`src/rtl/rs_issue_scheduler.sv`:
```
// rs_issue_scheduler: one reservation-station pool with CDB wakeup, oldest-ready
// select and a single valid/ready issue register toward the functional unit.
module rs_issue_scheduler #(
    parameter int unsigned DEPTH  = 3,
    parameter int unsigned DATA_W = 16,
    parameter int unsigned TAG_W  = 3,
    parameter int unsigned FUNC_W = 4,
    parameter int unsigned REG_W  = 4
) (
    input  logic                         clk1,
    input  logic                         rst,
    input  logic                         flush,
    input  logic                         alloc_valid,
    output logic                         alloc_ready,
    input  logic [FUNC_W-1:0]            alloc_func,
    input  logic [TAG_W-1:0]             alloc_rob,
    input  logic [REG_W-1:0]             alloc_rd,
    input  logic                         alloc_s1_rdy,
    input  logic [DATA_W-1:0]            alloc_s1_val,
    input  logic                         alloc_s2_rdy,
    input  logic [DATA_W-1:0]            alloc_s2_val,
    input  logic                         cdb_valid,
    input  logic [TAG_W-1:0]             cdb_tag,
    input  logic [DATA_W-1:0]            cdb_data,
    output logic                         issue_valid,
    input  logic                         fu_ready,
    output logic [FUNC_W-1:0]            issue_func,
    output logic [TAG_W-1:0]             issue_rob,
    output logic [REG_W-1:0]             issue_rd,
    output logic [DATA_W-1:0]            issue_s1,
    output logic [DATA_W-1:0]            issue_s2,
    output logic [$clog2(DEPTH+1)-1:0]   occupancy
);

    localparam int unsigned AGE_W = $clog2(DEPTH);
    localparam int unsigned IDX_W = $clog2(DEPTH);
    localparam int unsigned OCC_W = $clog2(DEPTH+1);

    typedef struct packed {
        logic              valid;
        logic [FUNC_W-1:0] func;
        logic [TAG_W-1:0]  rob;
        logic [REG_W-1:0]  rd;
        logic              s1_rdy;
        logic [DATA_W-1:0] s1;
        logic              s2_rdy;
        logic [DATA_W-1:0] s2;
        logic [AGE_W-1:0]  age;
    } entry_t;

    typedef struct packed {
        logic [FUNC_W-1:0] func;
        logic [TAG_W-1:0]  rob;
        logic [REG_W-1:0]  rd;
        logic [DATA_W-1:0] s1;
        logic [DATA_W-1:0] s2;
    } issue_t;

    entry_t [DEPTH-1:0] ent_q, ent_d;
    issue_t             iss_q, iss_d;
    logic               iss_valid_q, iss_valid_d;
    logic [OCC_W-1:0]   occ_q, occ_d;
    logic               alloc_ready_q, alloc_ready_d;

    logic               cand_found;
    logic [IDX_W-1:0]   sel_idx;
    logic [AGE_W-1:0]   sel_age;
    issue_t             sel_pay;
    logic [IDX_W-1:0]   free_idx;
    logic               issue_load;
    logic               alloc_fire;
    entry_t             new_ent;

    // Oldest-ready select and lowest free slot, from registered state only
    always_comb begin
        cand_found = 1'b0;
        sel_idx    = '0;
        sel_age    = '0;
        sel_pay    = '0;
        free_idx   = '0;
        for (int i = 0; i < int'(DEPTH); i++) begin
            if (ent_q[i].valid && ent_q[i].s1_rdy && ent_q[i].s2_rdy &&
                (!cand_found || (ent_q[i].age > sel_age))) begin
                cand_found   = 1'b1;
                sel_idx      = IDX_W'(i);
                sel_age      = ent_q[i].age;
                sel_pay.func = ent_q[i].func;
                sel_pay.rob  = ent_q[i].rob;
                sel_pay.rd   = ent_q[i].rd;
                sel_pay.s1   = ent_q[i].s1;
                sel_pay.s2   = ent_q[i].s2;
            end
        end
        for (int i = int'(DEPTH) - 1; i >= 0; i--) begin
            if (!ent_q[i].valid) begin
                free_idx = IDX_W'(i);
            end
        end
    end

    // Incoming entry with same-cycle CDB bypass on not-ready operands
    always_comb begin
        new_ent        = '0;
        new_ent.valid  = 1'b1;
        new_ent.func   = alloc_func;
        new_ent.rob    = alloc_rob;
        new_ent.rd     = alloc_rd;
        new_ent.s1_rdy = alloc_s1_rdy;
        new_ent.s1     = alloc_s1_val;
        new_ent.s2_rdy = alloc_s2_rdy;
        new_ent.s2     = alloc_s2_val;
        new_ent.age    = '0;
        if (!alloc_s1_rdy && cdb_valid && (alloc_s1_val[TAG_W-1:0] == cdb_tag)) begin
            new_ent.s1_rdy = 1'b1;
            new_ent.s1     = cdb_data;
        end
        if (!alloc_s2_rdy && cdb_valid && (alloc_s2_val[TAG_W-1:0] == cdb_tag)) begin
            new_ent.s2_rdy = 1'b1;
            new_ent.s2     = cdb_data;
        end
    end

    // Next state: alloc, wakeup and issue together; flush overrides all three
    always_comb begin
        ent_d         = ent_q;
        iss_d         = iss_q;
        iss_valid_d   = iss_valid_q;
        occ_d         = '0;
        alloc_ready_d = 1'b0;
        issue_load    = cand_found && (!iss_valid_q || fu_ready);
        alloc_fire    = alloc_valid && alloc_ready_q;

        for (int i = 0; i < int'(DEPTH); i++) begin
            if (ent_q[i].valid) begin
                if (cdb_valid && !ent_q[i].s1_rdy && (ent_q[i].s1[TAG_W-1:0] == cdb_tag)) begin
                    ent_d[i].s1_rdy = 1'b1;
                    ent_d[i].s1     = cdb_data;
                end
                if (cdb_valid && !ent_q[i].s2_rdy && (ent_q[i].s2[TAG_W-1:0] == cdb_tag)) begin
                    ent_d[i].s2_rdy = 1'b1;
                    ent_d[i].s2     = cdb_data;
                end
                if (alloc_fire && (ent_q[i].age != AGE_W'(DEPTH - 1))) begin
                    ent_d[i].age = ent_q[i].age + AGE_W'(1);
                end
                if (issue_load && (sel_idx == IDX_W'(i))) begin
                    ent_d[i].valid = 1'b0;
                end
            end else if (alloc_fire && (free_idx == IDX_W'(i))) begin
                ent_d[i] = new_ent;
            end
        end

        if (issue_load) begin
            iss_d       = sel_pay;
            iss_valid_d = 1'b1;
        end else if (fu_ready) begin
            iss_valid_d = 1'b0;
        end

        if (flush) begin
            ent_d       = '0;
            iss_valid_d = 1'b0;
        end

        for (int i = 0; i < int'(DEPTH); i++) begin
            if (ent_d[i].valid) begin
                occ_d = occ_d + OCC_W'(1);
            end else begin
                alloc_ready_d = 1'b1;
            end
        end
    end

    // State register with synchronous reset
    always_ff @(posedge clk1) begin
        if (rst) begin
            ent_q         <= '0;
            iss_q         <= '0;
            iss_valid_q   <= 1'b0;
            occ_q         <= '0;
            alloc_ready_q <= 1'b1;
        end else begin
            ent_q         <= ent_d;
            iss_q         <= iss_d;
            iss_valid_q   <= iss_valid_d;
            occ_q         <= occ_d;
            alloc_ready_q <= alloc_ready_d;
        end
    end

    assign alloc_ready = alloc_ready_q;
    assign occupancy   = occ_q;
    assign issue_valid = iss_valid_q;
    assign issue_func  = iss_q.func;
    assign issue_rob   = iss_q.rob;
    assign issue_rd    = iss_q.rd;
    assign issue_s1    = iss_q.s1;
    assign issue_s2    = iss_q.s2;

endmodule

```
`config.mk`:
```
export PLATFORM = sky130hd
export DESIGN_NAME = rs_issue_scheduler
export DESIGN_NICKNAME = d
export VERILOG_FILES = /design/src/rtl/rs_issue_scheduler.sv
export SDC_FILE = /design/constraint.sdc
export NUM_CORES = 1
export LEC_CHECK = 0
export ABC_CLOCK_PERIOD_IN_PS = 8700
export BUFFER_PORTS_ARGS = -buffer_cell sky130_fd_sc_hd__clkbuf_2
export CELL_PAD_IN_SITES_DETAIL_PLACEMENT = 1
export CELL_PAD_IN_SITES_GLOBAL_PLACEMENT = 1
export CORE_ASPECT_RATIO = 0.6
export CORE_MARGIN = 3
export CORE_UTILIZATION = 47
export CTS_CLUSTER_SIZE = 10
export DETAILED_ROUTE_END_ITERATION = 7
export HOLD_SLACK_MARGIN = 0.08
export PLACE_DENSITY = 0.85
export SLEW_MARGIN = 20
export SYNTH_ARGS = -nofsm -noshare
export SYNTH_HDL_FRONTEND = slang
export SYNTH_SLANG_ARGS = --single-unit
```
`constraint.sdc`:
```
create_clock -name clk1 -period 8.7 [get_ports clk1]
set_clock_uncertainty 0.05 [all_clocks]
set_input_delay 0.435 -clock clk1 [delete_from_list [all_inputs] [get_ports clk1]]
set_output_delay 0.435 -clock clk1 [all_outputs]
set_load 0.01 [all_outputs]
```
==> metrics.txt, run 1 <==
# TYPE chip_impl_metric gauge
chip_impl_info{name="outcome",value="finished, final reports clean"} 1
chip_impl_metric{name="design_power_total",unit="mW"} 1.806
chip_impl_metric{name="dp.cells",unit=""} 1367
chip_impl_metric{name="chipWidth",unit="um"} 185.8
chip_impl_metric{name="final.period_utilization",unit=""} 0.5850
chip_impl_metric{name="worstPathMaxFanout",unit=""} 24
chip_impl_info{name="min-delay-start",value="alloc_func[1]"} 1
chip_impl_info{name="setup_repair_after_global_routing_missed_its_margin",value="no"} 1
chip_impl_metric{name="postCtsSetupBuffers",unit=""} 0
chip_impl_info{name="cts.root.buffer_cell",value="sky130_fd_sc_hd__clkbuf_16"} 1
chip_impl_metric{name="tightest_slew",unit="ns"} 1.114
chip_impl_metric{name="syn_area",unit="um2"} 9120
chip_impl_metric{name="ys_warn_count",unit=""} 0
chip_impl_metric{name="synth_top_area_frac",unit=""} 0.4193
chip_impl_metric{name="grt_usage",unit=""} 0.3247
chip_impl_metric{name="dieArea",unit="um2"} 21170
chip_impl_metric{name="cts-buffers-inserted",unit=""} 17
chip_impl_metric{name="synthesis.nets",unit=""} 1177
chip_impl_info{name="gr-max-usage-layer",value="met2"} 1
chip_impl_metric{name="total_iterations_of_the_first_detailed_routing_run",unit=""} 5
chip_impl_metric{name="worst-r2r-setup-slack",unit="ns"} 3.61
chip_impl_metric{name="path_clk_slew",unit="ns"} 0.07
chip_impl_metric{name="yosys.cell_types.count",unit=""} 51
chip_impl_info{name="cts_tree",value="done"} 1
chip_impl_metric{name="routabilityCongestion",unit=""} 0.8857
chip_impl_metric{name="number_of_enable_type_register_cells_in_the_synthesized_netlist",unit=""} 0
chip_impl_metric{name="detail_route.iter0.violations",unit=""} 1028
chip_impl_info{name="netlist_top_cells_count",value="241 x sky130_fd_sc_hd__nand2_1, 191 x sky130_fd_sc_hd__dfxtp_1, 81 x sky130_fd_sc_hd__a31oi_1, 76 x sky130_fd_sc_hd__a22oi_1, 73 x sky130_fd_sc_hd__a21oi_1"} 1
chip_impl_metric{name="drt.antenna.violating_nets",unit=""} 0
chip_impl_metric{name="ctsLongestPathBuffers",unit=""} 2
chip_impl_metric{name="required_arrival_time_at_the_worst_endpoint",unit="ns"} 8.99
chip_impl_metric{name="timing_hold_violations_final",unit=""} 0
chip_impl_metric{name="vias_per_cell",unit=""} 6.479
chip_impl_metric{name="worstRegToRegCells",unit=""} 15
chip_impl_metric{name="use_met1",unit=""} 0.4505
chip_impl_metric{name="final_cell_count_no_fill",unit=""} 1400
chip_impl_info{name="yosys_most_used_dff",value="sky130_fd_sc_hd__dfxtp_1"} 1
chip_impl_metric{name="grt_pass1_wl",unit="mm"} 52.31
chip_impl_metric{name="pin_count_of_the_biggest_net_entering_global_routing",unit=""} 87
chip_impl_info{name="synthDominantAreaCellType",value="sky130_fd_sc_hd__dfxtp_1"} 1
chip_impl_metric{name="grt_met3_use",unit=""} 0.09018
chip_impl_metric{name="final_nets",unit=""} 1226
chip_impl_info{name="worstSetupEndpoint",value="occupancy[0]"} 1
chip_impl_metric{name="postCtsResizedCells",unit=""} 0
chip_impl_metric{name="initial_core_util",unit=""} 0.4918
chip_impl_metric{name="design.portCount",unit=""} 117
chip_impl_metric{name="syn2layout_area_growth",unit="%"} 12.16
chip_impl_metric{name="max_cap_violations",unit=""} 0
chip_impl_metric{name="cts_num_sinks",unit=""} 191
chip_impl_metric{name="fin_crit",unit="ns"} 5.090
chip_impl_metric{name="h-tree-depth",unit=""} 4
chip_impl_metric{name="avg_synthesized_cell_area",unit="um2"} 8.306
chip_impl_info{name="critPathLaunch",value="ent_q[47]"} 1
chip_impl_info{name="worst_hold_path_type",value="in2reg"} 1
chip_impl_metric{name="routed-via-count",unit=""} 9070
chip_impl_metric{name="postSynthCellCount",unit=""} 1098
chip_impl_info{name="rr_startpoint",value="ent_q[47]"} 1
chip_impl_metric{name="port-buffer-count",unit=""} 116
chip_impl_metric{name="die_height",unit="um"} 113.9
chip_impl_info{name="endpoint_kind",value="register"} 1
chip_impl_metric{name="insertion_delay",unit="ns"} 0.45
chip_impl_info{name="cp-start-kind",value="register"} 1
chip_impl_metric{name="asyncSetResetFlopFracSynth",unit=""} 0
chip_impl_metric{name="synth-seq-area-share",unit=""} 0.4193
chip_impl_metric{name="n_diodes",unit=""} 0
chip_impl_metric{name="p_leak",unit="nW"} 3.649
chip_impl_metric{name="worstPathArrival",unit="ns"} 5.38
chip_impl_metric{name="fmaxAchievable",unit="MHz"} 196.5
chip_impl_metric{name="drt_drc_violations_left",unit=""} 0
chip_impl_metric{name="setup-violations-final",unit=""} 0
chip_impl_metric{name="hold_buffers",unit=""} 0
chip_impl_info{name="post_synth_main_area_contributors",value="sky130_fd_sc_hd__dfxtp_1 42%, sky130_fd_sc_hd__nand2_1 9.9%, sky130_fd_sc_hd__a22oi_1 6.3%"} 1
chip_impl_metric{name="layout_cell_share_with_drive_strength_beyond_1",unit=""} 0.1940
chip_impl_info{name="post-synth-top-count-cell",value="sky130_fd_sc_hd__nand2_1"} 1
chip_impl_metric{name="core_occupancy_in_the_finished_layout",unit=""} 0.5516
chip_impl_metric{name="max_slew_margin",unit=""} 0.2574
chip_impl_metric{name="detail_route.wl_per_cell",unit="um"} 24.67
chip_impl_metric{name="totalNegativeSetupSlack",unit="ns"} 0
chip_impl_metric{name="globalRouteOverflowTotal",unit=""} 0
chip_impl_metric{name="fp.coreArea",unit="um2"} 18540
chip_impl_info{name="path_class",value="reg2reg"} 1
chip_impl_metric{name="power_density",unit="nW/um2"} 176.6
chip_impl_metric{name="groute.layer.met2.usage",unit=""} 0.4959
chip_impl_metric{name="grt_pass1_vias",unit=""} 9068
chip_impl_metric{name="antenna_found_initial",unit=""} 1
chip_impl_metric{name="routed_wl",unit="mm"} 34.54
chip_impl_info{name="r2r-end",value="occupancy[0]"} 1
chip_impl_metric{name="vdd_ir_max",unit="V"} 0.0001445
chip_impl_metric{name="rows",unit=""} 38
chip_impl_metric{name="post-dp-hpwl",unit="mm"} 21.51
chip_impl_metric{name="synth_seq_cells",unit=""} 191
chip_impl_metric{name="drv_slew",unit=""} 0
==> cell type report <==
class | count | area [um2]
repair buffers | 133 | 708.2
inverters | 25 | 93.84
well taps | 240 | 300.3
fillers | 2295 | 8314
multi-input cells | 779 | 4745
clock inverters | 12 | 101.3
flip-flops and latches | 191 | 3824
clock buffers | 20 | 456.7
==> cell families after synthesis <==
| logic type | after synthesis | synth area share |
|---|---|---|
| simple gates | 382 | 0.1844 |
| compound gates | 330 | 0.2531 |
| flops | 191 | 0.4193 |
| buf+inv | 128 | 0.06585 |
| mux | 34 | 0.04198 |
| xor+xnor | 24 | 0.02305 |
| fa+ha+maj | 9 | 0.01235 |
==> routing by layer <==
layer	vias to the layer above	share of wire
li1	4027	-
met1	4499	0.44
met2	477	0.43
met3	67	0.10
met4	0	0.020
met5	-	0
==> registers in the layout, indices dropped and copies added, names as in the netlist <==
name / flops
ent_q: 144
issue_rd: 4
occupancy: 2
issue_s1: 16
issue_func: 4
issue_rob: 3
alloc_ready: 1
issue_s2: 16
issue_valid: 1
==> report_power, final <==
group / internal, mW / switching (mW)
sequential: 0.884 / 0.00771
combinational: 0.0443 / 0.0998
clock: 0.389 / 0.381
==> critical path, cell delays in order (launching register included) <==
cell and delay [ns]:
sky130_fd_sc_hd__dfxtp_1 0.56, sky130_fd_sc_hd__nand3_1 0.40, sky130_fd_sc_hd__nor2_1 0.25, sky130_fd_sc_hd__ha_1 0.27, sky130_fd_sc_hd__a2bb2oi_2 0.35, sky130_fd_sc_hd__o21a_2 0.62
sky130_fd_sc_hd__a22oi_1 0.21, sky130_fd_sc_hd__ha_1 0.32, sky130_fd_sc_hd__nor2b_1 0.16, sky130_fd_sc_hd__o211a_1 0.26, sky130_fd_sc_hd__a211oi_4 0.21, sky130_fd_sc_hd__buf_4 0.37
sky130_fd_sc_hd__a211o_1 0.24, sky130_fd_sc_hd__ha_1 0.26, sky130_fd_sc_hd__nor2b_1 0.14, sky130_fd_sc_hd__mux2_2 0.30
==> how the worst min path moves through the flow <==
stage                               end  slack [ns]  cells after the start
after global placement       ent_q[134]        0.39                      2
after CTS                     ent_q[92]        0.18                      3
final                         ent_q[92]        0.18                      3
after global routing          ent_q[88]        0.19                      3
after floorplan           issue_func[1]        0.38                      2
after detailed placement     ent_q[137]        0.40                      2
==> placed cells by master, fill, tap and decap left out, types with 3 or more instances in the layout <==
master | netlist | final
sky130_fd_sc_hd__nand2_1 | 241 | 241
sky130_fd_sc_hd__dfxtp_1 | 191 | 191
sky130_fd_sc_hd__clkbuf_2 | 1 | 116
sky130_fd_sc_hd__a31oi_1 | 81 | 81
sky130_fd_sc_hd__a22oi_1 | 76 | 76
sky130_fd_sc_hd__a21oi_1 | 73 | 71
sky130_fd_sc_hd__nand3_1 | 61 | 61
sky130_fd_sc_hd__mux2_2 | 34 | 34
sky130_fd_sc_hd__nor2_1 | 29 | 26
sky130_fd_sc_hd__inv_1 | 25 | 25
sky130_fd_sc_hd__o21ai_0 | 23 | 23
sky130_fd_sc_hd__o21bai_1 | 22 | 22
sky130_fd_sc_hd__o221ai_1 | 21 | 21
sky130_fd_sc_hd__clkbuf_16 | 0 | 17
sky130_fd_sc_hd__buf_4 | 9 | 17
sky130_fd_sc_hd__xnor2_1 | 14 | 14
sky130_fd_sc_hd__nor3_1 | 14 | 14
sky130_fd_sc_hd__xor2_1 | 10 | 10
sky130_fd_sc_hd__ha_1 | 9 | 9
sky130_fd_sc_hd__nor2b_1 | 8 | 8
sky130_fd_sc_hd__a221oi_1 | 8 | 8
sky130_fd_sc_hd__nand2b_1 | 5 | 5
sky130_fd_sc_hd__or2_2 | 6 | 5
sky130_fd_sc_hd__o41a_1 | 4 | 4
sky130_fd_sc_hd__o41ai_4 | 4 | 4
sky130_fd_sc_hd__o22ai_1 | 4 | 4
sky130_fd_sc_hd__inv_6 | 0 | 4
sky130_fd_sc_hd__and3_1 | 3 | 3
sky130_fd_sc_hd__nor2_4 | 0 | 3
sky130_fd_sc_hd__clkinv_4 | 0 | 3
==> through the flow <==
stage,instance area (um2),hold WS [ns],setup slack [ns]
2_1_floorplan,9120,0.3824,4.834
3_3_place_gp,9662,0.3894,3.699
3_5_place_dp,9662,0.3977,3.451
4_1_cts,10220,0.1788,3.382
5_1_grt,10230,0.1909,3.485
6_report,10230,0.1830,3.610
No activity file was read; power rests on OpenSTA's default activity.
==> inputs of run 2 (changes only) <==
--- a/config.mk
+++ b/config.mk
@@ -5,17 +5,17 @@
 export SDC_FILE = /design/constraint.sdc
 export NUM_CORES = 1
 export LEC_CHECK = 0
-export ABC_CLOCK_PERIOD_IN_PS = 8700
+export ABC_CLOCK_PERIOD_IN_PS = 4510
 export BUFFER_PORTS_ARGS = -buffer_cell sky130_fd_sc_hd__clkbuf_2
 export CELL_PAD_IN_SITES_DETAIL_PLACEMENT = 1
 export CELL_PAD_IN_SITES_GLOBAL_PLACEMENT = 1
 export CORE_ASPECT_RATIO = 0.6
 export CORE_MARGIN = 3
-export CORE_UTILIZATION = 47
+export CORE_UTILIZATION = 39
 export CTS_CLUSTER_SIZE = 10
 export DETAILED_ROUTE_END_ITERATION = 7
 export HOLD_SLACK_MARGIN = 0.08
-export PLACE_DENSITY = 0.85
+export PLACE_DENSITY = 0.76
 export SLEW_MARGIN = 20
 export SYNTH_ARGS = -nofsm -noshare
 export SYNTH_HDL_FRONTEND = slang
==> constraint.sdc (replaced) <==
create_clock -name clk1 -period 4.51 [get_ports clk1]
set_clock_uncertainty 0.05 [all_clocks]
set_input_delay 0.2255 -clock clk1 [delete_from_list [all_inputs] [get_ports clk1]]
set_output_delay 0.2255 -clock clk1 [all_outputs]
set_load 0.01 [all_outputs]
==> run 2 against run 1 <==
First-iteration DRC count decreased by 32%. Count of clock-buffer cells in the layout increased by 1. Register-to-register slack got worse by 3.3 ns. Critical path type unchanged.
==> metrics.txt, run 2 (same netlist as run 1, synthesis figures left out) <==
# TYPE chip_impl_metric gauge
chip_impl_info{name="outcome",value="finished, final reports clean"} 1
chip_impl_metric{name="final_cell_count_no_fill",unit=""} 1489
chip_impl_metric{name="required_arrival_time_at_the_worst_endpoint",unit="ns"} 4.80
chip_impl_info{name="cp_cell_sequence",value="and3_1 > nand2_1 > ha_1 > nor2b_1 > a2bb2oi_2 > o21a_1 > a22oi_1 > ha_1 > nor2b_1 > o211ai_1 > o2111ai_1 > a21oi_1 > or2_2 > ha_1 > nor2b_1 > mux2_2"} 1
chip_impl_metric{name="routed_wl",unit="mm"} 34.72
chip_impl_metric{name="detail_route.iter0.violations",unit=""} 697
chip_impl_metric{name="syn2layout_area_growth",unit="%"} 14.95
chip_impl_metric{name="globalRouteOverflowTotal",unit=""} 0
chip_impl_metric{name="pin_count_of_the_biggest_net_entering_global_routing",unit=""} 82
chip_impl_metric{name="largest_reg_flops",unit=""} 144
chip_impl_metric{name="grt_usage",unit=""} 0.2694
chip_impl_metric{name="cts_num_sinks",unit=""} 191
chip_impl_metric{name="vdd_ir_max",unit="V"} 0.0002716
chip_impl_metric{name="timing_hold_violations_final",unit=""} 0
chip_impl_info{name="endpoint_kind",value="register"} 1
chip_impl_metric{name="grt_pass1_wl",unit="mm"} 53.45
chip_impl_metric{name="rows",unit=""} 42
chip_impl_metric{name="post-route-worst-setup-slack",unit="ns"} 0.3475
chip_impl_metric{name="fp.coreArea",unit="um2"} 22490
chip_impl_metric{name="setup-violations-final",unit=""} 0
chip_impl_metric{name="tightest_slew",unit="ns"} 1.104
chip_impl_metric{name="drt_drc_violations_left",unit=""} 0
chip_impl_metric{name="drv_slew",unit=""} 0
chip_impl_metric{name="max_slew_margin",unit=""} 0.2634
chip_impl_info{name="cts_tree",value="done"} 1
chip_impl_info{name="path_class",value="reg2reg"} 1
chip_impl_metric{name="max_cap_violations",unit=""} 0
chip_impl_metric{name="grt_pass1_vias",unit=""} 8895
chip_impl_metric{name="p_leak",unit="nW"} 3.733
chip_impl_metric{name="pre_cts_ws",unit="ns"} 0.4539
chip_impl_metric{name="power_density",unit="nW/um2"} 335.0
chip_impl_metric{name="groute.layer.met2.usage",unit=""} 0.3969
chip_impl_info{name="cts.root.buffer_cell",value="sky130_fd_sc_hd__clkbuf_16"} 1
chip_impl_metric{name="worstPathArrival",unit="ns"} 4.45
chip_impl_info{name="registers.top_by_ff_count",value="ent_q"} 1
chip_impl_metric{name="path_clk_slew",unit="ns"} 0.07
chip_impl_metric{name="dieArea",unit="um2"} 25320
chip_impl_metric{name="vias_per_cell",unit=""} 5.975
chip_impl_metric{name="post-dp-hpwl",unit="mm"} 22.13
chip_impl_metric{name="layout_cell_share_with_drive_strength_beyond_1",unit=""} 0.1958
chip_impl_info{name="worst_hold_path_type",value="in2reg"} 1
chip_impl_metric{name="grt_met3_use",unit=""} 0.06163
chip_impl_metric{name="routabilityCongestion",unit=""} 0.8312
chip_impl_metric{name="routed-via-count",unit=""} 8897
chip_impl_metric{name="design.portCount",unit=""} 117
chip_impl_metric{name="final.period_utilization",unit=""} 0.9230
chip_impl_metric{name="h-tree-depth",unit=""} 4
chip_impl_info{name="cp-start-kind",value="register"} 1
chip_impl_metric{name="dp.cells",unit=""} 1445
chip_impl_metric{name="postCtsResizedCells",unit=""} 0
chip_impl_metric{name="insertion_delay",unit="ns"} 0.45
chip_impl_metric{name="drt.antenna.violating_nets",unit=""} 0
chip_impl_info{name="most_used_cells_in_the_layout_excluding_fill_and_tap_cells",value="241 x sky130_fd_sc_hd__nand2_1, 191 x sky130_fd_sc_hd__dfxtp_1, 116 x sky130_fd_sc_hd__clkbuf_2, 81 x sky130_fd_sc_hd__a31oi_1, 76 x sky130_fd_sc_hd__a22oi_1"} 1
chip_impl_metric{name="antenna_found_initial",unit=""} 2
chip_impl_metric{name="final_nets",unit=""} 1246
chip_impl_metric{name="crit_buf_inv",unit=""} 0
chip_impl_metric{name="initial_core_util",unit=""} 0.4055
chip_impl_metric{name="ctsLongestPathBuffers",unit=""} 2
chip_impl_metric{name="totalNegativeSetupSlack",unit="ns"} 0
chip_impl_metric{name="chipWidth",unit="um"} 203.4
chip_impl_info{name="setup_repair_after_global_routing_missed_its_margin",value="no"} 1
chip_impl_info{name="layout_commonest_cell",value="sky130_fd_sc_hd__nand2_1"} 1
chip_impl_metric{name="fin_crit",unit="ns"} 4.163
chip_impl_info{name="gr-max-usage-layer",value="met1"} 1
chip_impl_metric{name="fmaxAchievable",unit="MHz"} 240.2
chip_impl_metric{name="detail_route.wl_per_cell",unit="um"} 23.32
chip_impl_metric{name="worstPathMaxFanout",unit=""} 8
chip_impl_metric{name="use_met1",unit=""} 0.4013
chip_impl_info{name="critPathSlowestCell",value="sky130_fd_sc_hd__dfxtp_1"} 1
chip_impl_metric{name="cts-buffers-inserted",unit=""} 17
chip_impl_metric{name="total_iterations_of_the_first_detailed_routing_run",unit=""} 7
chip_impl_metric{name="crit_path_max_incr_delay",unit="ns"} 0.39
chip_impl_metric{name="die_height",unit="um"} 124.5
chip_impl_metric{name="port-buffer-count",unit=""} 116
chip_impl_info{name="critPathTopFamily",value="compound AO/OA/AOI/OAI gates"} 1
-- run 2: cell count changes in the layout (fill, tap and decap cells not counted), moves of 2 or more --
cell and change:
sky130_fd_sc_hd__buf_4 +9, sky130_fd_sc_hd__clkbuf_1 +2, sky130_fd_sc_hd__clkinv_4 -2, sky130_fd_sc_hd__dlygate4sd3_1 +11
-- run 2: path summary, 6_finish.rpt --
| path | from | to | cells after the start | slack (ns) |
|---|---|---|---|---|
| max | ent_q[35] | occupancy[0] | 16 | 0.35 |
| min | cdb_data[15] | ent_q[130] | 3 | 0.12 |
| max reg2reg | ent_q[35] | occupancy[0] | 16 | 0.35 |
| min reg2reg | ent_q[134] | ent_q[134] | 2 | 0.41 |
-- run 2: report_power, final --
group          switching (mW)  internal (mW)
sequential             0.0130           1.70
combinational           0.194         0.0928
clock                   0.723          0.784
-- run 2: final cells by class --
cell class | count | area (um2)
diodes | 1 | 2.502
clock buffers | 21 | 450.4
clock inverters | 11 | 106.4
fillers | 2750 | 12010
inverters | 25 | 93.84
multi-input cells | 779 | 4736
flip-flops and latches | 191 | 3824
well taps | 308 | 385.4
repair buffers | 153 | 885.9
-- run 2: repair_timing --
action | in CTS | in global routing
buffers inserted | 0 | 0
hold endpoints to repair | 33 | 0
hold buffers | 11 | 0
-- run 2: worst register-to-register path, stage by stage, from the launching register on --
cell                        delay, ns
sky130_fd_sc_hd__dfxtp_1         0.39
sky130_fd_sc_hd__and3_1          0.20
sky130_fd_sc_hd__nand2_1         0.07
sky130_fd_sc_hd__ha_1            0.31
sky130_fd_sc_hd__nor2b_1         0.18
sky130_fd_sc_hd__a2bb2oi_2       0.33
sky130_fd_sc_hd__o21a_1          0.35
sky130_fd_sc_hd__a22oi_1         0.16
sky130_fd_sc_hd__ha_1            0.30
sky130_fd_sc_hd__nor2b_1         0.16
sky130_fd_sc_hd__o211ai_1        0.27
sky130_fd_sc_hd__o2111ai_1       0.16
sky130_fd_sc_hd__a21oi_1         0.33
sky130_fd_sc_hd__or2_2           0.17
sky130_fd_sc_hd__ha_1            0.22
sky130_fd_sc_hd__nor2b_1         0.13
sky130_fd_sc_hd__mux2_2          0.28
-- run 2: layer usage --
layer | vias up | share of wire
met3 | 28 | 0.084
met5 | - | 0.00017
met2 | 369 | 0.43
met1 | 4428 | 0.48
met4 | 2 | 0.010
li1 | 4070 | -
-- run 2: stage by stage --
step           hold WS (ns)    util  area (um2)  total power, mW
2_1_floorplan        0.3115       -        9120            1.926
3_3_place_gp         0.3894  0.4364        9814            2.022
3_5_place_dp         0.3980  0.4364        9814            2.028
4_1_cts              0.1061  0.4660       10480            3.519
5_1_grt              0.1253  0.4661       10480            3.612
6_report             0.1212  0.4661       10480            3.512
==> inputs of run 3 (changes only) <==
--- a/config.mk
+++ b/config.mk
@@ -12,7 +12,6 @@
 export CORE_ASPECT_RATIO = 0.6
 export CORE_MARGIN = 3
 export CORE_UTILIZATION = 39
-export CTS_CLUSTER_SIZE = 10
 export DETAILED_ROUTE_END_ITERATION = 7
 export HOLD_SLACK_MARGIN = 0.08
 export PLACE_DENSITY = 0.76
==> constraint.sdc (replaced) <==
create_clock -name clk1 -period 4.51 [get_ports clk1]
set_clock_uncertainty 0.05 [all_clocks]
set_input_delay 0.6765 -clock clk1 [delete_from_list [all_inputs] [get_ports clk1]]
set_output_delay 0.6765 -clock clk1 [all_outputs]
set_load 0.01 [all_outputs]
==> run 3 against run 2 <==
Worst setup slack improved by 0.029 ns. Critical path depth did not move. Routed wire length is 0.21% higher. Design area down 1.1%. Non-clock buffer count down 13.
==> metrics.txt, run 3 (same netlist as run 1, synthesis figures left out) <==
# TYPE chip_impl_metric gauge
chip_impl_info{name="outcome",value="finished, final reports clean"} 1
chip_impl_metric{name="vias_per_cell",unit=""} 5.998
chip_impl_metric{name="crit_path_max_incr_delay",unit="ns"} 0.46
chip_impl_metric{name="routed_wl",unit="mm"} 34.79
chip_impl_metric{name="grt_usage",unit=""} 0.2702
chip_impl_info{name="cp-start-kind",value="register"} 1
chip_impl_metric{name="final_nets",unit=""} 1233
chip_impl_metric{name="clockPowerShare",unit=""} 0.425
chip_impl_metric{name="syn2layout_area_growth",unit="%"} 13.64
chip_impl_metric{name="rows",unit=""} 42
chip_impl_metric{name="n_diodes",unit=""} 0
chip_impl_metric{name="internal-power",unit="mW"} 2.525
chip_impl_metric{name="detail_route.iter0.violations",unit=""} 659
chip_impl_metric{name="comb_power_share",unit=""} 0.080
chip_impl_info{name="rr_startpoint",value="ent_q[47]"} 1
chip_impl_metric{name="final_cell_count_no_fill",unit=""} 1475
chip_impl_metric{name="worstPathMaxFanout",unit=""} 10
chip_impl_metric{name="max_slew_margin",unit=""} 0.2593
chip_impl_metric{name="largest_reg_flops",unit=""} 144
chip_impl_metric{name="grt_pass1_vias",unit=""} 8913
chip_impl_metric{name="power_density",unit="nW/um2"} 334.7
chip_impl_metric{name="chipWidth",unit="um"} 203.4
chip_impl_metric{name="fill_cells",unit=""} 2704
chip_impl_metric{name="timing_hold_violations_final",unit=""} 0
chip_impl_metric{name="pin_count_of_the_biggest_net_entering_global_routing",unit=""} 90
chip_impl_metric{name="drt_drc_violations_left",unit=""} 0
chip_impl_metric{name="vdd_ir_max",unit="V"} 0.0002638
chip_impl_metric{name="cts-buffers-inserted",unit=""} 17
chip_impl_metric{name="crit_cells",unit=""} 16
chip_impl_metric{name="total_iterations_of_the_first_detailed_routing_run",unit=""} 5
chip_impl_metric{name="core_occupancy_in_the_finished_layout",unit=""} 0.4608
chip_impl_metric{name="port-buffer-count",unit=""} 116
chip_impl_metric{name="path_clk_slew",unit="ns"} 0.08
chip_impl_info{name="endpoint_kind",value="register"} 1
chip_impl_info{name="cts_tree",value="done"} 1
chip_impl_metric{name="initial_core_util",unit=""} 0.4055
chip_impl_metric{name="design.portCount",unit=""} 117
chip_impl_metric{name="max_cap_violations",unit=""} 0
chip_impl_info{name="min-delay-start",value="ent_q[137]"} 1
chip_impl_info{name="most_used_cells_in_the_layout_excluding_fill_and_tap_cells",value="241 x sky130_fd_sc_hd__nand2_1, 190 x sky130_fd_sc_hd__dfxtp_1, 116 x sky130_fd_sc_hd__clkbuf_2, 81 x sky130_fd_sc_hd__a31oi_1, 76 x sky130_fd_sc_hd__a22oi_1"} 1
chip_impl_metric{name="die_height",unit="um"} 124.5
chip_impl_info{name="worstSetupEndpoint",value="occupancy[0]"} 1
chip_impl_metric{name="ctsLongestPathBuffers",unit=""} 2
chip_impl_metric{name="dieArea",unit="um2"} 25320
chip_impl_metric{name="post-dp-hpwl",unit="mm"} 22.33
chip_impl_info{name="setup_repair_after_global_routing_missed_its_margin",value="no"} 1
chip_impl_metric{name="worst-r2r-setup-slack",unit="ns"} 0.38
chip_impl_metric{name="crit_buf_inv",unit=""} 0
chip_impl_metric{name="required_arrival_time_at_the_worst_endpoint",unit="ns"} 4.79
chip_impl_info{name="r2r-end",value="occupancy[0]"} 1
chip_impl_info{name="cts.root.buffer_cell",value="sky130_fd_sc_hd__clkbuf_16"} 1
chip_impl_info{name="critPathTopFamily",value="compound AO/OA/AOI/OAI gates"} 1
chip_impl_metric{name="final.period_utilization",unit=""} 0.9164
chip_impl_metric{name="routed-via-count",unit=""} 8847
chip_impl_metric{name="p_leak",unit="nW"} 3.671
chip_impl_metric{name="hold_buffers",unit=""} 0
chip_impl_metric{name="globalRouteOverflowTotal",unit=""} 0
chip_impl_info{name="worst_hold_path_type",value="reg2reg"} 1
chip_impl_metric{name="grt_pass1_wl",unit="mm"} 53.30
chip_impl_metric{name="detail_route.wl_per_cell",unit="um"} 23.59
chip_impl_metric{name="postCtsResizedCells",unit=""} 0
chip_impl_metric{name="drv_slew",unit=""} 0
chip_impl_metric{name="fin_hold_ws",unit="ns"} 0.4070
chip_impl_info{name="layout_commonest_cell",value="sky130_fd_sc_hd__nand2_1"} 1
chip_impl_metric{name="fp.coreArea",unit="um2"} 22490
chip_impl_metric{name="dp.cells",unit=""} 1443
chip_impl_metric{name="sequential_cell_area",unit="um2"} 3825
chip_impl_metric{name="h-tree-depth",unit=""} 4
chip_impl_metric{name="routabilityCongestion",unit=""} 0.8333
chip_impl_metric{name="setup-violations-final",unit=""} 0
chip_impl_metric{name="worstPathArrival",unit="ns"} 4.41
chip_impl_metric{name="multi_input_area",unit="um2"} 4736
chip_impl_metric{name="cts_num_sinks",unit=""} 191
chip_impl_metric{name="drt.antenna.violating_nets",unit=""} 0
chip_impl_metric{name="pwr-share-seq",unit=""} 0.496
chip_impl_metric{name="stdcell_area",unit="um2"} 10360
chip_impl_metric{name="layout_cell_share_with_drive_strength_beyond_1",unit=""} 0.1988
chip_impl_info{name="path_class",value="reg2reg"} 1
chip_impl_metric{name="fin_crit",unit="ns"} 4.133
chip_impl_metric{name="antenna_found_initial",unit=""} 1
chip_impl_metric{name="postCtsSetupBuffers",unit=""} 0
chip_impl_metric{name="worstRegToRegCells",unit=""} 16
chip_impl_metric{name="power.share.switching",unit=""} 0.2722
chip_impl_metric{name="tightest_slew",unit="ns"} 1.111
chip_impl_info{name="cp_cell_sequence",value="and3_1 > nand2_1 > ha_1 > nor2b_1 > a2bb2oi_2 > a21oi_2 > a22oi_1 > ha_1 > nor2b_1 > o211ai_1 > o2111ai_1 > a21oi_1 > or2_2 > ha_1 > nor2b_1 > mux2_2"} 1
chip_impl_metric{name="totalNegativeSetupSlack",unit="ns"} 0
chip_impl_info{name="critPathSlowestCell",value="sky130_fd_sc_hd__dfxtp_2"} 1
chip_impl_metric{name="postPlaceCellArea",unit="um2"} 9812
chip_impl_info{name="registers.top_by_ff_count",value="ent_q"} 1
chip_impl_info{name="critPathLaunch",value="ent_q[47]"} 1
chip_impl_metric{name="p_sw",unit="mW"} 0.9443
chip_impl_metric{name="insertion_delay",unit="ns"} 0.44
chip_impl_metric{name="fmaxAchievable",unit="MHz"} 241.9
==> run 3: per-stage QoR <==
| stage | worst slack, ns | power [mW] |
|---|---|---|
| after floorplan | 0.6437 | 1.926 |
| after CTS | 0.3065 | 3.477 |
| after global placement | 0.5056 | 2.021 |
| after detailed placement | 0.3485 | 2.028 |
| final | 0.3769 | 3.469 |
| after global routing | 0.09177 | 3.577 |
==> run 3: per-layer routing <==
| layer | global-route usage | up-vias | share of wire |
|---|---|---|---|
| met2 | 0.4133 | 363 | 0.44 |
| met4 | 0.05095 | 2 | 0.0086 |
| met3 | 0.06869 | 27 | 0.087 |
| met5 | 0 | - | 0.00037 |
| li1 | - | 4038 | - |
| met1 | 0.3877 | 4417 | 0.46 |
==> run 3: how the worst min path moves through the flow <==
stage | to | cells after the start | slack (ns)
2_1_floorplan | issue_func[1] | 2 | 0.38
3_3_place_gp | ent_q[134] | 2 | 0.39
3_5_place_dp | ent_q[45] | 2 | 0.40
4_1_cts | ent_q[45] | 2 | 0.41
5_1_grt | ent_q[39] | 2 | 0.43
6_report | ent_q[137] | 2 | 0.41
==> run 3: power by group through the flow <==
stage          clock (mW)  combinational [mW]  sequential (mW)
3_5_place_dp            0               0.270             1.76
2_1_floorplan           0               0.173             1.75
6_report             1.47               0.277             1.72
4_1_cts              1.49               0.273             1.72
5_1_grt              1.56               0.298             1.72
3_3_place_gp            0               0.264             1.76
==> run 3: layout make-up <==
| class | instances | area share |
|---|---|---|
| Sequential cell | 191 | 0.3691 |
| Multi-Input combinational cell | 779 | 0.4570 |
| Tap cell | 308 | 0.03718 |
| Clock buffer | 19 | 0.04274 |
| Clock inverter | 13 | 0.01038 |
| Timing Repair Buffer | 140 | 0.07461 |
| Inverter | 25 | 0.009055 |
==> run 3: tightest hold or removal path, cell delays in order (launching register included) <==
cell                      delay [ns]
sky130_fd_sc_hd__dfxtp_1        0.31
sky130_fd_sc_hd__nand2_1        0.05
sky130_fd_sc_hd__a21oi_1        0.05
